`src/rtl/hash_msg_feeder.sv`:
```
// Front end for the byte-serial hash core: latches the message length, buffers bytes in a
// small FIFO, streams them to the core and holds the resulting digest on a valid/ready channel.
module hash_msg_feeder #(
  parameter int FIFO_DEPTH = 4
) (
  input  logic        clk,
  input  logic        rst_n,
  input  logic        s_len_valid,
  input  logic [63:0] s_len,
  output logic        s_len_ready,
  input  logic        s_data_valid,
  input  logic [7:0]  s_data,
  output logic        s_data_ready,
  output logic        core_M_valid,
  output logic [7:0]  core_M,
  output logic [63:0] core_C_in,
  input  logic        core_hash_ready,
  input  logic [31:0] core_digest,
  output logic        digest_valid,
  output logic [31:0] digest,
  input  logic        digest_ready,
  output logic        busy
);

  localparam int AW = (FIFO_DEPTH > 1) ? $clog2(FIFO_DEPTH) : 1;
  localparam logic [AW:0] DEPTH_C = (AW+1)'(FIFO_DEPTH);

  typedef enum logic [2:0] {
    ST_IDLE,
    ST_START,
    ST_STREAM,
    ST_WAIT,
    ST_DONE
  } state_t;

  state_t      state_reg, state_next;
  logic [63:0] len_reg, len_next;
  logic [63:0] remaining_reg, remaining_next;
  logic [31:0] digest_reg, digest_next;
  logic        digest_valid_reg, digest_valid_next;

  logic [7:0]    fifo_mem [FIFO_DEPTH];
  logic [AW-1:0] wr_ptr_reg, rd_ptr_reg;
  logic [AW:0]   count_reg;
  logic          fifo_empty, fifo_full, push, pop;
  logic [7:0]    fifo_head;

  assign fifo_empty   = (count_reg == '0);
  assign fifo_full    = (count_reg == DEPTH_C);
  assign fifo_head    = fifo_mem[rd_ptr_reg];
  assign s_data_ready = !fifo_full;
  assign push         = s_data_valid && !fifo_full;

  assign core_C_in    = len_reg;
  assign digest       = digest_reg;
  assign digest_valid = digest_valid_reg;
  assign busy         = (state_reg != ST_IDLE);

  // Storage is not reset; the pointers alone define what the FIFO holds.
  always_ff @(posedge clk) begin
    if (push) begin
      fifo_mem[wr_ptr_reg] <= s_data;
    end
  end

  always_ff @(posedge clk or negedge rst_n) begin
    if (!rst_n) begin
      wr_ptr_reg <= '0;
      rd_ptr_reg <= '0;
      count_reg  <= '0;
    end else begin
      if (push) wr_ptr_reg <= wr_ptr_reg + AW'(1);
      if (pop)  rd_ptr_reg <= rd_ptr_reg + AW'(1);
      case ({push, pop})
        2'b10:   count_reg <= count_reg + (AW+1)'(1);
        2'b01:   count_reg <= count_reg - (AW+1)'(1);
        default: count_reg <= count_reg;
      endcase
    end
  end

  always_ff @(posedge clk or negedge rst_n) begin
    if (!rst_n) begin
      state_reg        <= ST_IDLE;
      len_reg          <= '0;
      remaining_reg    <= '0;
      digest_reg       <= '0;
      digest_valid_reg <= 1'b0;
    end else begin
      state_reg        <= state_next;
      len_reg          <= len_next;
      remaining_reg    <= remaining_next;
      digest_reg       <= digest_next;
      digest_valid_reg <= digest_valid_next;
    end
  end

  always_comb begin
    state_next        = state_reg;
    len_next          = len_reg;
    remaining_next    = remaining_reg;
    digest_next       = digest_reg;
    digest_valid_next = digest_valid_reg;
    s_len_ready       = 1'b0;
    core_M_valid      = 1'b0;
    core_M            = 8'h00;
    pop               = 1'b0;

    case (state_reg)
      ST_IDLE: begin
        s_len_ready = 1'b1;
        if (s_len_valid) begin
          len_next       = s_len;
          remaining_next = s_len;
          state_next     = ST_START;
        end
      end

      // The core's init cycle needs exactly one valid beat; an empty message sends a dummy 00.
      ST_START: begin
        if (len_reg == '0) begin
          core_M_valid = 1'b1;
          state_next   = ST_WAIT;
        end else if (!fifo_empty) begin
          core_M_valid = 1'b1;
          core_M       = fifo_head;
          pop          = 1'b1;
          if (remaining_reg != '0) remaining_next = remaining_reg - 64'd1;
          state_next   = (remaining_reg > 64'd1) ? ST_STREAM : ST_WAIT;
        end
      end

      ST_STREAM: begin
        if (remaining_reg == '0) begin
          state_next = ST_WAIT;
        end else if (!fifo_empty) begin
          core_M_valid   = 1'b1;
          core_M         = fifo_head;
          pop            = 1'b1;
          remaining_next = remaining_reg - 64'd1;
          if (remaining_reg == 64'd1) state_next = ST_WAIT;
        end
      end

      ST_WAIT: begin
        if (core_hash_ready) begin
          digest_next       = core_digest;
          digest_valid_next = 1'b1;
          state_next        = ST_DONE;
        end
      end

      ST_DONE: begin
        if (digest_ready) begin
          digest_valid_next = 1'b0;
          state_next        = ST_IDLE;
        end
      end

      default: state_next = ST_IDLE;
    endcase
  end

endmodule
```
`config.mk`:
```
export PLATFORM = sky130hd
export DESIGN_NAME = hash_msg_feeder
export DESIGN_NICKNAME = d
export VERILOG_FILES = /design/src/rtl/hash_msg_feeder.sv
export SDC_FILE = /design/constraint.sdc
export NUM_CORES = 1
export LEC_CHECK = 0
export CORE_MARGIN = 4
export CORE_UTILIZATION = 51
export DETAILED_ROUTE_END_ITERATION = 7
export PLACE_DENSITY = 0.85
export SYNTH_ARGS = -nofsm -noshare
export SYNTH_HDL_FRONTEND = slang
export SYNTH_SLANG_ARGS = --single-unit
```
`constraint.sdc`:
```
create_clock -name clk -period 4.75 [get_ports clk]
set_input_delay 1.425 -clock clk [delete_from_list [all_inputs] [get_ports clk]]
set_output_delay 1.425 -clock clk [all_outputs]
set_load 0.02 [all_outputs]
```
Word-level counts from Yosys, hierarchy flattened. Memory sizes are Yosys's and may differ from the RTL's. Cells that the tools add are included.

Bits in registers: 171. Bits in writable memories: 32. Input bits: 110. Output and inout port bits: 109. Word-level logic and storage cells: 84. Memories kept: 1.

Add/subtract/negate cells: 5. $lt $le $gt $ge: 1. Equal/unequal tests: 19. Multiplexer cells: 34. Reduce and logical (&&, ||, !) cells: 16.

Memories: fifo_mem (words 4, width 8, read ports 1, clocked after memory_dff 0, write ports 1, RTL line 42) `logic [7:0] fifo_mem [FIFO_DEPTH];`.

Operator list (count): two-way mux 64 bit (6); case mux 64 bit (3 select lines) (1); logical NOT 64 bit (2); equality test 64 x 1 -> 1 bit (second input constant) (1); > comparator 64 x 1 -> 1 bit (second input constant) (1); nonzero test 64 bit (1); subtractor 64 x 1 -> 64 bit (second input constant) (1); two-way mux 3 bit (8); two-way mux 8 bit (3); inequality test 2 bit (second input constant) (8); case mux 8 bit (2 select lines) (1); case mux 3 bit (5 select lines) (1); two-way mux 1 bit (10); inequality test 3 bit (second input constant) (3); AND reduction 7 bit (1); equality test 3 x 2 -> 1 bit (second input constant) (2); equality test 3 bit (second input constant) (2); logical NOT 3 bit (2); case mux 1 bit (2 select lines) (3); case mux 3 bit (2 select lines) (1); AND reduction 6 bit (1); nonzero test 3 bit (2); adder 2 x 1 -> 2 bit (second input constant) (2); AND reduction 2 bit (2); other kinds (9) (10).

Longest topological paths before layout.
Word-level depth: 6. Depth in mapped cells: 14. Depth with buffers taken out: 14.

Least setup slack after synthesis. Ideal clock, no wire load.

Path type: register -> output. From: register remaining_reg[52]. To: output port core_M[0]. Arrival time: 2.506 ns. Data required time: 3.325 ns. Setup slack: 0.819 ns. Stages on the path, launching flop included: 9. Buffers on the path: 2. Path through: dfrtp_1 or4_1 buf_2 or3_1 buf_2 nor4_4 a21oi_1 o21ai_2 nor2b_1.

Longest elaborated chain between the ends: 3.

Ends and longest elaborated chain: start: declaration (RTL line 38) `logic [63:0] remaining_reg, remaining_next;`; start signal: assignment (RTL line 92) `remaining_reg <= remaining_next;`; logical NOT 64 bit (RTL line 134) `if (remaining_reg == '0) begin`; two-way mux 8 bit (RTL line 134); case mux 8 bit (2 select lines) (RTL line 109) `case (state_reg)`; end: declaration (RTL line 15) `output logic [7:0] core_M,`.

Every way passes these cells.

Final worst setup path.
From: register remaining_reg[43]. To: output port core_M[3].

Same word-level chain as after synthesis.

==> reports/qor.yml <==
run_status: "finished, final reports clean"
antennaDiodeCount: 0
track_usage_pct: 26.9
seqCellArea_um2: 5240
initial_core_util_pct: 52.6
rsz0062_at_grt: "no"
synthArstFlopShare_pct: 84.2
ant_nets: 0
viasPerCell: 6.32
yosysUniqueCellTypes: 67
routed_wl_mm: 30.1
grt_max_degree: 103
layout_commonest_cell: "clkdlybuf4s50_1"
first_global_vias: 8823
mostFrequentLayoutCells: "clkdlybuf4s50_1, dfrtp_1, mux2_2, nand2_1, o21ai_0"
r2r-start: "remaining_reg[43]$_DFFE_PN0P_"
clk_pin_slew_worst_paths_ps: 60
arrival_ps: 3200
finClkSkew_ps: 14.2
min_period_over_period_pct: 97.3
areaGrowthSynthToFinish_pct: 33.4
vdd_drop_max_uv: 490
period_minus_slack_ps: 4620
cts_made_buffers: 23
postSynthCellCount: 892
r2r_slack_ps: 1490
cts_hold_buf: 0
row_count: 50
synth.avg_cell_area_um2: 11.2
reg2reg_depth: 13
cp_max_fo: 10
drive_above_1_share_pct: 17.0
final_max_slew_viol_count: 0
crit_path_start: "remaining_reg[43]$_DFFE_PN0P_"
final_area_um2: 13300
die_w_um: 148
grt-ovfl-total: 0
synth_seq_cells: 203
max_cap_violations: 0
io_buffers: 218
wl_per_cell_um: 21.9
hp-class: "register to register"
synth-seq-area-share_pct: 52.6
htree_levels: 1
drc_errors: 0
path_class: "register to primary output"
fin_hold_ws_ps: 501
numClockSinks: 203
worstMarginPinSlew_ps: 970
crit_required_ps: 3320
boundaryPins: 219
synth_edf_count: 32
max_clock_freq_mhz: 216
startpoint_type: "register"
antenna_found_initial: 0
gp_congestion: 0.942
netlist_area_um2: 9970
end_kind: "primary output"
nFillCells: 1337
drtPass1Iterations: 5
fp.dieH_um: 148
vias: 8696
clk_path_buf_depth: 3
fp.dieArea_um2: 21800
nets: 1219
fin_setup_tns_ps: 0
setup_viol: 0
grt_pass1_wl_mm: 47.6
coreArea_um2: 19000
p_leak_uw: 0.00514
max-slew-margin-rel_pct: 35.3
synth_top_flop_cell: "dfrtp_1"
hpwl_mm: 21.1
syn_nets: 1010
multi_input_area_um2: 4480
ys.warnings.count: 0
worstSkewPairLatency_ps: 510
cts_tree: "yes"
r2r_end: "count_reg[2]$_DFFE_PN0P_"
placed_area_um2: 12500
powerDensity_nw_per_um2: 777
cts-root-buf: "clkbuf_16"
finalHoldViolCount: 0
crit_end: "core_M[3]"
drtIter0Drc: 858
power breakdown:
| part | total (µW) | switching [µW] | internal, µW |
|---|---|---|---|
| Sequential | 3390 | 795 | 2590 |
| Combinational | 5110 | 2740 | 2370 |
| Clock | 1840 | 727 | 1120 |
| Total | 10300 | 4260 | 6080 |
cells in the mapped netlist, drive strengths merged, types with 3 or more instances:
| cell | number | area (µm²) |
|---|---|---|
| o31a | 5 | 43.8 |
| nor4 | 41 | 272 |
| o31ai | 15 | 113 |
| nor2b | 11 | 68.8 |
| nand2 | 59 | 221 |
| o32ai | 6 | 52.6 |
| xnor2 | 4 | 35.0 |
| or3 | 9 | 56.3 |
| a211oi | 6 | 45.0 |
| a21oi | 37 | 185 |
| or2 | 3 | 18.8 |
| and3 | 5 | 31.3 |
| or4 | 12 | 97.6 |
| nor3 | 28 | 145 |
| dfrtp | 171 | 4280 |
| nand2b | 5 | 31.3 |
| edfxtp | 32 | 961 |
| buf | 18 | 88.8 |
| inv | 14 | 52.6 |
| o21ai | 45 | 229 |
| a31oi | 28 | 175 |
| nand4 | 15 | 93.8 |
| and2 | 3 | 18.8 |
| a22oi | 9 | 67.6 |
| nor2 | 44 | 175 |
| o22ai | 12 | 75.1 |
| a2bb2oi | 10 | 87.6 |
| o211ai | 8 | 60.1 |
| mux4 | 8 | 180 |
| clkbuf | 43 | 161 |
| o2bb2ai | 5 | 43.8 |
| a22o | 16 | 140 |
| and4 | 3 | 26.3 |
| a21o | 6 | 45.0 |
| mux2 | 96 | 1080 |
| o41ai | 7 | 61.3 |
| nand3 | 17 | 85.1 |
| ha | 7 | 87.6 |
layout make-up:
class / count / share of cell area [%]
multi-input combinational: 614 / 33.7
timing repair buffer: 245 / 18.2
clock inverter: 13 / 1.18
clock buffer: 28 / 4.77
tap: 260 / 2.45
sequential: 203 / 39.4
inverter: 14 / 0.395
critical path, cell delays in order (launching register included):
cell           delay, ps
dfrtp_1              450
or4_1                580
or4_4                550
nor4_4               200
a21oi_2              130
o21ai_2              150
buf_4                200
nor2b_1               80
dlygate4sd2_1        330
kinds of logic after synthesis:
family,count (synthesis),share of synthesized area (%)
adders and majority gates,8,1.08
muxes,105,12.8
and+or+nand+nor,264,14.2
AOI/OAI and AO/OA,231,15.8
DFF,203,52.6
buffers and inverters,75,3.04
xor gates and xnor gates,6,0.527
metrics by stage:
stage               std cells  power (µW)  utilization [%]  worst slack, ps
floorplan                 892        6420                -              819
global placement         1335        8260             65.8              351
detailed placement       1335        8450             65.8              234
CTS                      1377       10300             70.2             87.2
global route             1377       10900             70.2            0.267
finish                   1377       10300             70.2              126
worst min-delay path by stage:
stage | startpoint | end | slack, ps | cells after the start
floorplan | count_reg[2]$_DFFE_PN0P_ | count_reg[2]$_DFFE_PN0P_ | 460 | 1
global placement | remaining_reg[51]$_DFFE_PN0P_ | remaining_reg[51]$_DFFE_PN0P_ | 480 | 1
detailed placement | count_reg[0]$_DFFE_PN0P_ | count_reg[0]$_DFFE_PN0P_ | 490 | 1
CTS | count_reg[0]$_DFFE_PN0P_ | count_reg[0]$_DFFE_PN0P_ | 500 | 1
global route | digest[11]$_DFFE_PN0P_ | digest[11]$_DFFE_PN0P_ | 520 | 1
finish | count_reg[0]$_DFFE_PN0P_ | count_reg[0]$_DFFE_PN0P_ | 500 | 1
layer usage:
| metal | global-route usage [%] | up-vias | wire, µm |
|---|---|---|---|
| li1 | - | 3860 | - |
| met1 | 34.3 | 4235 | 11500 |
| met2 | 45.6 | 514 | 14600 |
| met3 | 6.59 | 87 | 2940 |
| met4 | 8.67 | 0 | 1060 |
| met5 | 0 | - | 0 |
timing repair:
item                                    4_1_cts  5_1_grt
gates resized for setup                      13        1
endpoints found under the setup margin        9        1
buffers inserted                              1        0
pin swaps                                     1        0
Note: power is estimated with default switching activity, not from simulation.
